$ cat config.mk
export PLATFORM = sky130hd
export DESIGN_NAME = f_npc_fetch
export DESIGN_NICKNAME = d
export VERILOG_FILES = /design/src/rtl/f_npc_fetch.sv
export SDC_FILE = /design/constraint.sdc
export NUM_CORES = 1
export LEC_CHECK = 0
export CAP_MARGIN = 10
export CORE_AREA = 2 2 96 191
export CTS_CLUSTER_DIAMETER = 100
export DETAILED_ROUTE_END_ITERATION = 16
export DIE_AREA = 0 0 98 193
export GPL_TIMING_DRIVEN = 0
export PLACE_DENSITY = 0.81
export SETUP_SLACK_MARGIN = 0.02
export SLEW_MARGIN = 10
export SYNTH_ARGS = -nofsm -noshare
export SYNTH_HDL_FRONTEND = slang
export SYNTH_SLANG_ARGS = --single-unit
$ cat constraint.sdc
create_clock -name clk -period 3.1 [get_ports clk]
set_input_delay 0.465 -clock clk [delete_from_list [all_inputs] [get_ports clk]]
set_output_delay 0.465 -clock clk [all_outputs]
set_load 0.05 [all_outputs]
$ cat src/rtl/f_npc_fetch.sv
// rtl/f_npc_fetch.sv - fetch-stage PC register, IM handshake and delay-slot redirect (optional NPC_ALIGN_CHECK_EN)
module f_npc_fetch #(
  parameter logic [31:0] RESET_PC = 32'h0000_3000
) (
  input  logic        clk,
  input  logic        reset,
  input  logic        stall,
  input  logic        D_valid,
  input  logic [1:0]  NPCSel,
  input  logic        BranchtoJump,
  input  logic [31:0] D_PC,
  input  logic [15:0] D_imm16,
  input  logic [25:0] D_imm26,
  input  logic [31:0] RD1rs,
  output logic        im_req,
  output logic [31:0] im_addr,
  input  logic        im_ready,
  input  logic [31:0] im_rdata,
  output logic [31:0] F_PC,
  output logic [31:0] F_Instr,
`ifdef NPC_ALIGN_CHECK_EN
  output logic        F_AdEL,
`endif
  output logic        F_valid
);

  typedef enum logic {S_FETCH, S_HOLD} state_t;

  state_t      state_q;
  logic [31:0] pc_q;
  logic [31:0] pc_d;
  logic        pend_v_q;
  logic [31:0] pend_tgt_q;
  logic [31:0] f_pc_q;
  logic [31:0] f_instr_q;
  logic        f_valid_q;
  logic        f_adel_q;

  logic        redir;
  logic [31:0] redir_tgt;
  logic [31:0] br_tgt;
  logic        misal;
  logic        fetch_done;
  logic [31:0] instr_in;

  // D-stage redirect decision and target; a stalled D stage never redirects
  always_comb begin
    br_tgt    = D_PC + 32'd4 + {{14{D_imm16[15]}}, D_imm16, 2'b00};
    redir_tgt = br_tgt;
    case (NPCSel)
      2'd2:    redir_tgt = {D_PC[31:28], D_imm26, 2'b00};
      2'd3:    redir_tgt = RD1rs;
      default: redir_tgt = br_tgt;
    endcase
    redir = D_valid & ~stall &
            ((NPCSel == 2'd2) | (NPCSel == 2'd3) | ((NPCSel == 2'd1) & BranchtoJump));
  end

  // Next PC once the delay-slot fetch retires: live redirect beats a parked one
  always_comb begin
    if (redir) begin
      pc_d = redir_tgt;
    end else if (pend_v_q) begin
      pc_d = pend_tgt_q;
    end else begin
      pc_d = pc_q + 32'd4;
    end
  end

  // Misaligned PCs complete locally as a faulting slot instead of going to IM
  always_comb begin
`ifdef NPC_ALIGN_CHECK_EN
    misal   = (pc_q[1:0] != 2'b00);
    im_addr = pc_q;
`else
    misal   = 1'b0;
    im_addr = {pc_q[31:2], 2'b00};
`endif
    fetch_done = im_ready | misal;
    instr_in   = misal ? 32'h0 : im_rdata;
    im_req     = (state_q == S_FETCH) & ~reset & ~misal;
  end

  // Fetch FSM: PC, parked redirect target and F-stage output registers
  always_ff @(posedge clk) begin
    if (reset) begin
      state_q    <= S_FETCH;
      pc_q       <= RESET_PC;
      pend_v_q   <= 1'b0;
      pend_tgt_q <= RESET_PC;
      f_pc_q     <= RESET_PC;
      f_instr_q  <= 32'h0;
      f_valid_q  <= 1'b0;
      f_adel_q   <= 1'b0;
    end else begin
      case (state_q)
        S_FETCH: begin
          if (fetch_done) begin
            f_instr_q <= instr_in;
            f_pc_q    <= pc_q;
            f_valid_q <= 1'b1;
            f_adel_q  <= misal;
            if (!stall) begin
              pc_q     <= pc_d;
              pend_v_q <= 1'b0;
            end else begin
              state_q <= S_HOLD;
            end
          end else begin
            f_valid_q <= 1'b0;
            f_adel_q  <= 1'b0;
            if (redir) begin
              pend_tgt_q <= redir_tgt;
              pend_v_q   <= 1'b1;
            end
          end
        end
        S_HOLD: begin
          if (!stall) begin
            pc_q      <= pc_d;
            pend_v_q  <= 1'b0;
            f_valid_q <= 1'b0;
            f_adel_q  <= 1'b0;
            state_q   <= S_FETCH;
          end
        end
        default: state_q <= S_FETCH;
      endcase
    end
  end

  assign F_PC    = f_pc_q;
  assign F_Instr = f_instr_q;
  assign F_valid = f_valid_q;
`ifdef NPC_ALIGN_CHECK_EN
  assign F_AdEL  = f_adel_q;
`else
  logic unused_adel;
  assign unused_adel = f_adel_q;
`endif

endmodule

After elaboration in Yosys (flattened, before gate mapping)

Index checks and enable logic that the tools add are counted.

Register bits after elaboration: 131
Input bits: 146
Output and inout port bits: 98
Logic and storage cells: 44

$add $sub $neg: 3
Equality and inequality tests: 6
Mux-type cells: 16
Bitwise gates (word level): 10
Reductions and logical operators: 2

Operator list:

| kind                  | count |
|---|---|
| $mux 32               | 4 |
| $pmux 32 s2           | 2 |
| $add 32x3->32 const B | 2 |
| $add 32x32->32        | 1 |
| $mux 1                | 7 |
| $pmux 1 s2            | 3 |
| $and 1x1->1           | 4 |
| $eq 2x2->1 const B    | 2 |
| $ne 2x2->1 const B    | 2 |
| $not 1->1             | 4 |
| $ne 3x3->1 const B    | 1 |
| $reduce_and 3->1      | 1 |
| $eq 2x1->1 const B    | 1 |
| $or 1x1->1            | 2 |
| $reduce_and 2->1      | 1 |

Longest topological paths before layout

Word-level depth: 8
Depth in mapped cells: 14
Gate-level depth less buffers: 14

Worst setup path before layout

OpenSTA, ideal clock, no wires.

Path type: input port to flip-flop
From: in D_PC[3]
To: reg pc_q[25]
Library setup time: 0.119 ns
Arrival time: 2.751 ns
Required time: 2.981 ns
Path slack: 0.230 ns
Cell stages on the path: 12
Buffers on the path: 0
Cells stage by stage: ha_1 > ha_1 > fa_1 > a21o_1 > nand3_2 > a2111oi_4 > o21ai_1 > a21oi_2 > o41ai_2 > xnor2_1 > o31ai_1 > nand2_1

Cells in the longest elaborated chain, start to end: 7

Ends and longest elaborated chain:

| element              | RTL line | source |
|---|---|---|
| start, declared      | 11       | `input logic [31:0] D_PC,` |
| $add 32x3->32 *      | 48       | `br_tgt = D_PC + 32'd4 + {{14{D_imm16[15]}}, D_imm16, 2'b00};` |
| $add 32x32->32 *     | 48       |  |
| $pmux 32 s2 *        | 50       | `case (NPCSel)` |
| $mux 32 *            | 61       | `if (redir) begin` |
| $mux 32 *            | 103, 119 |  |
| $mux 32              | 98       | `if (fetch_done) begin` |
| $pmux 32 s2 *        | 96       | `case (state_q)` |
| end signal, assigned | 104      | `pc_q <= pc_d;` |
| end signal, assigned | 120      | `pc_q <= pc_d;` |
| end, declared        | 30       | `logic [31:0] pc_q;` |

Mark *: on every way between the ends. The rest lies on a longest branch, timed or not. The select of a mux whose other input is x is not followed.
A chain may end at the register's enable or synchronous reset.

Worst setup path in the final report

From: in D_PC[9]
To: reg pend_tgt_q[28]

Cells in the longest elaborated chain, start to end: 3

Ends and longest elaborated chain:

| element              | RTL line | source |
|---|---|---|
| $add 32x3->32        | 48       |  |
| $add 32x32->32       | 48       |  |
| $pmux 32 s2          | 50       |  |
| end signal, assigned | 113      | `pend_tgt_q <= redir_tgt;` |
| end, declared        | 33       | `logic [31:0] pend_tgt_q;` |

No other way between the ends.

==> impl_metrics.toml <==
[clocking]
clk_pin_slew_worst_paths_ns = 0.06
cts_hold_buffers = 0
htree_levels = 4
cts-root-buf = "clkbuf_16"
cts.sinks = 131
clk_latency_ns = 0.42
clockBufferDepth = 2
cts_inserted_buffers = 17
cts_tree = "built"

[synthesis]
synth_top_area_share_pct = 31.1
syn_inst = 1118
synth_edf_count = 0
synth_ff_type = "dfxtp_1"
synth_top_area_cell = "dfxtp_1"
ys_seq_area_share_pct = 31.1
syn_area_per_cell_um2 = 7.54
ys_ff_latch = 131
ys_warn_count = 0
netlist_top_cells_area = "dfxtp_1 31%, nand2_1 10%, ha_1 8.6%, a21oi_1 6.9%, nor2_1 4.1%"
synth.distinct_cells = 67
synthArstFlopShare_pct = 0
synth_area_um2 = 8430

[setup_path]
path_class = "input port to register"
end_kind = "register"
arrival_ns = 3.29
critical_path.max_fanout = 6
crit_required_ns = 3.37
r2r_slack_ns = 0.41
critPathLaunchType = "input port"

[global_route]
grt_pass1_wl_mm = 47.1
grt_max_degree = 17
gr-total-overflow = 0
antenna_found_initial = 0
grt_pass1_vias = 9181
grt_use_total_pct = 31.1

[sta]
period_minus_slack_ns = 3.03
holdWs_ns = 0.450
hold_viol = 0
skew_ns = 0.00997
rsz0062_at_grt = "true"
fin_crit_sh_pct = 97.6
tightest_slew_ns = 0.904
final.setup.tns_ns = 0
slew_headroom_pct = 39.5
drv_slew = 0
setup_viol = 0
fmax_ghz = 0.330

[cells_and_area]
layout.cells.non_filler = 1618
layout.nets = 1597
area_growth_pct = 45.6
final_layout_size_suffix_gt1_share_pct = 11.6
layout_common_cells = "228 x clkdlybuf4s50_1, 225 x nand2_1, 131 x dfxtp_1"
layout_commonest_cell = "clkdlybuf4s50_1"
num_antenna_cells = 0

[pwr]
p_leak_nw = 4.79
vdd_ir_drop_max_uv = 353
power_density_nw_per_um2 = 456
total_power_mw = 5.59

[routing]
routed_wl_mm = 31.0
drt_iter0_markers = 771
first_pass_iters = 6
maxUsedRoutingLayer = "met4"
vias = 9494
route.met3.wl_mm = 2.51
via_per_inst = 5.87
detail_route.wl_per_cell_um = 19.1
drc = 0
antenna_left = 0
wirelength_met1_mm = 11.2
route.met2.wl_mm = 15.3

[hold_path]
hp-class = "register to register"

[floorplan]
die_y_um = 193
rows = 69
num_io_pins = 244
dieArea_um2 = 18900
start_util_pct = 48.1
coreArea_um2 = 17500
dieWidth_um = 98

[placement]
dp.cells = 1572
hpwl_mm = 23.1
io_buffers = 240
gp_congestion = 0.992

[status]
status = "finished clean"

[run]
max_cap_violations = 0
cells by family after synthesis:
kind of cell,synth area share [%]
simple gates,22.0
compound gates,22.0
flops,31.1
buf+inv,6.49
fa+ha+maj,8.85
xor+xnor,4.68
mux,4.79
other cells,0.0445
worst paths after layout:
path	end	from	cells past startpoint
max	pend_tgt_q[28]$_SDFFE_PP0P_	D_PC[9]	13
min	F_PC[1]$_SDFFE_PP0P_	pc_q[1]$_SDFFE_PP0P_	2
max reg2reg	pc_q[26]$_SDFFE_PP0P_	pc_q[2]$_SDFFE_PP0P_	9
min reg2reg	F_PC[1]$_SDFFE_PP0P_	pc_q[1]$_SDFFE_PP0P_	2
routing by layer:
layer  track usage, %  up-vias
li1                 -     4469
met1             35.3     4357
met2             54.3      540
met3             6.24      128
met4             16.9        0
met5                0        -
critical path, stage by stage:
cell and delay [ns]:
clkdlybuf4s50_1 0.51, ha_4 0.22, ha_4 0.26, a2111oi_2 0.35, o21ai_1 0.14, o21ai_2 0.18, buf_4 0.15, a31oi_4 0.09
nor2_2 0.12, o21ai_1 0.09, a41oi_1 0.28, xor2_1 0.32, a221oi_2 0.11
layout make-up:
cell class / instances / area [um2]
timing repair buffer: 254 / 2540
inverter: 16 / 60.1
fill: 1503 / 5250
buffer: 97 / 489
multi-input combinational: 875 / 5690
tap: 213 / 267
sequential: 131 / 2620
clock inverter: 14 / 169
clock buffer: 18 / 429
flip-flops by register name (all words and copies together) (netlist names):
signal and count:
pc_q 32, pend_tgt_q 32, state_q 1, F_Instr 32
F_PC 32, F_valid 1, pend_v_q 1
through the flow:
step	util [%]	setup slack, ns	cell area (um2)
after floorplan	-	0.230	8430
after global placement	63.3	-0.828	11100
after detailed placement	63.3	-0.874	11100
after CTS	67.4	-0.00914	11800
after global routing	70.0	-0.0121	12300
final	70.0	0.0738	12300
synth_stat cells, types with 5 or more instances:
cell      instances
or3_1             7
o21ai_1           5
nor3_1           27
buf_4            32
a311oi_1          8
and3_1           12
o211ai_1         13
a32oi_1           5
inv_1            14
nand2b_1          6
a31oi_1           9
o21ai_0          56
ha_1             58
a21o_1           17
a211oi_1         24
nand4_1           6
nand3_1          31
mux2_2           11
o21bai_1          6
buf_1            11
dfxtp_1         131
nand2_1         227
clkbuf_1         52
xor2_1           19
xnor2_1          26
nor2_1           92
mux2i_1          28
a21oi_1         117
power by group:
group	internal [mW]	switching (mW)
combinational	0.707	0.993
sequential	1.76	0.0690
clock	1.21	0.849
what timing repair did:
action / in CTS / in global routing
gates cloned: 0 / 0
setup buffers: 1 / 13
resized for setup: 28 / 75
pin swaps: 14 / 44
hold endpoints to repair: 0 / 0
setup endpoints to repair: 32 / 30
No activity file was read; power rests on OpenSTA's default activity.
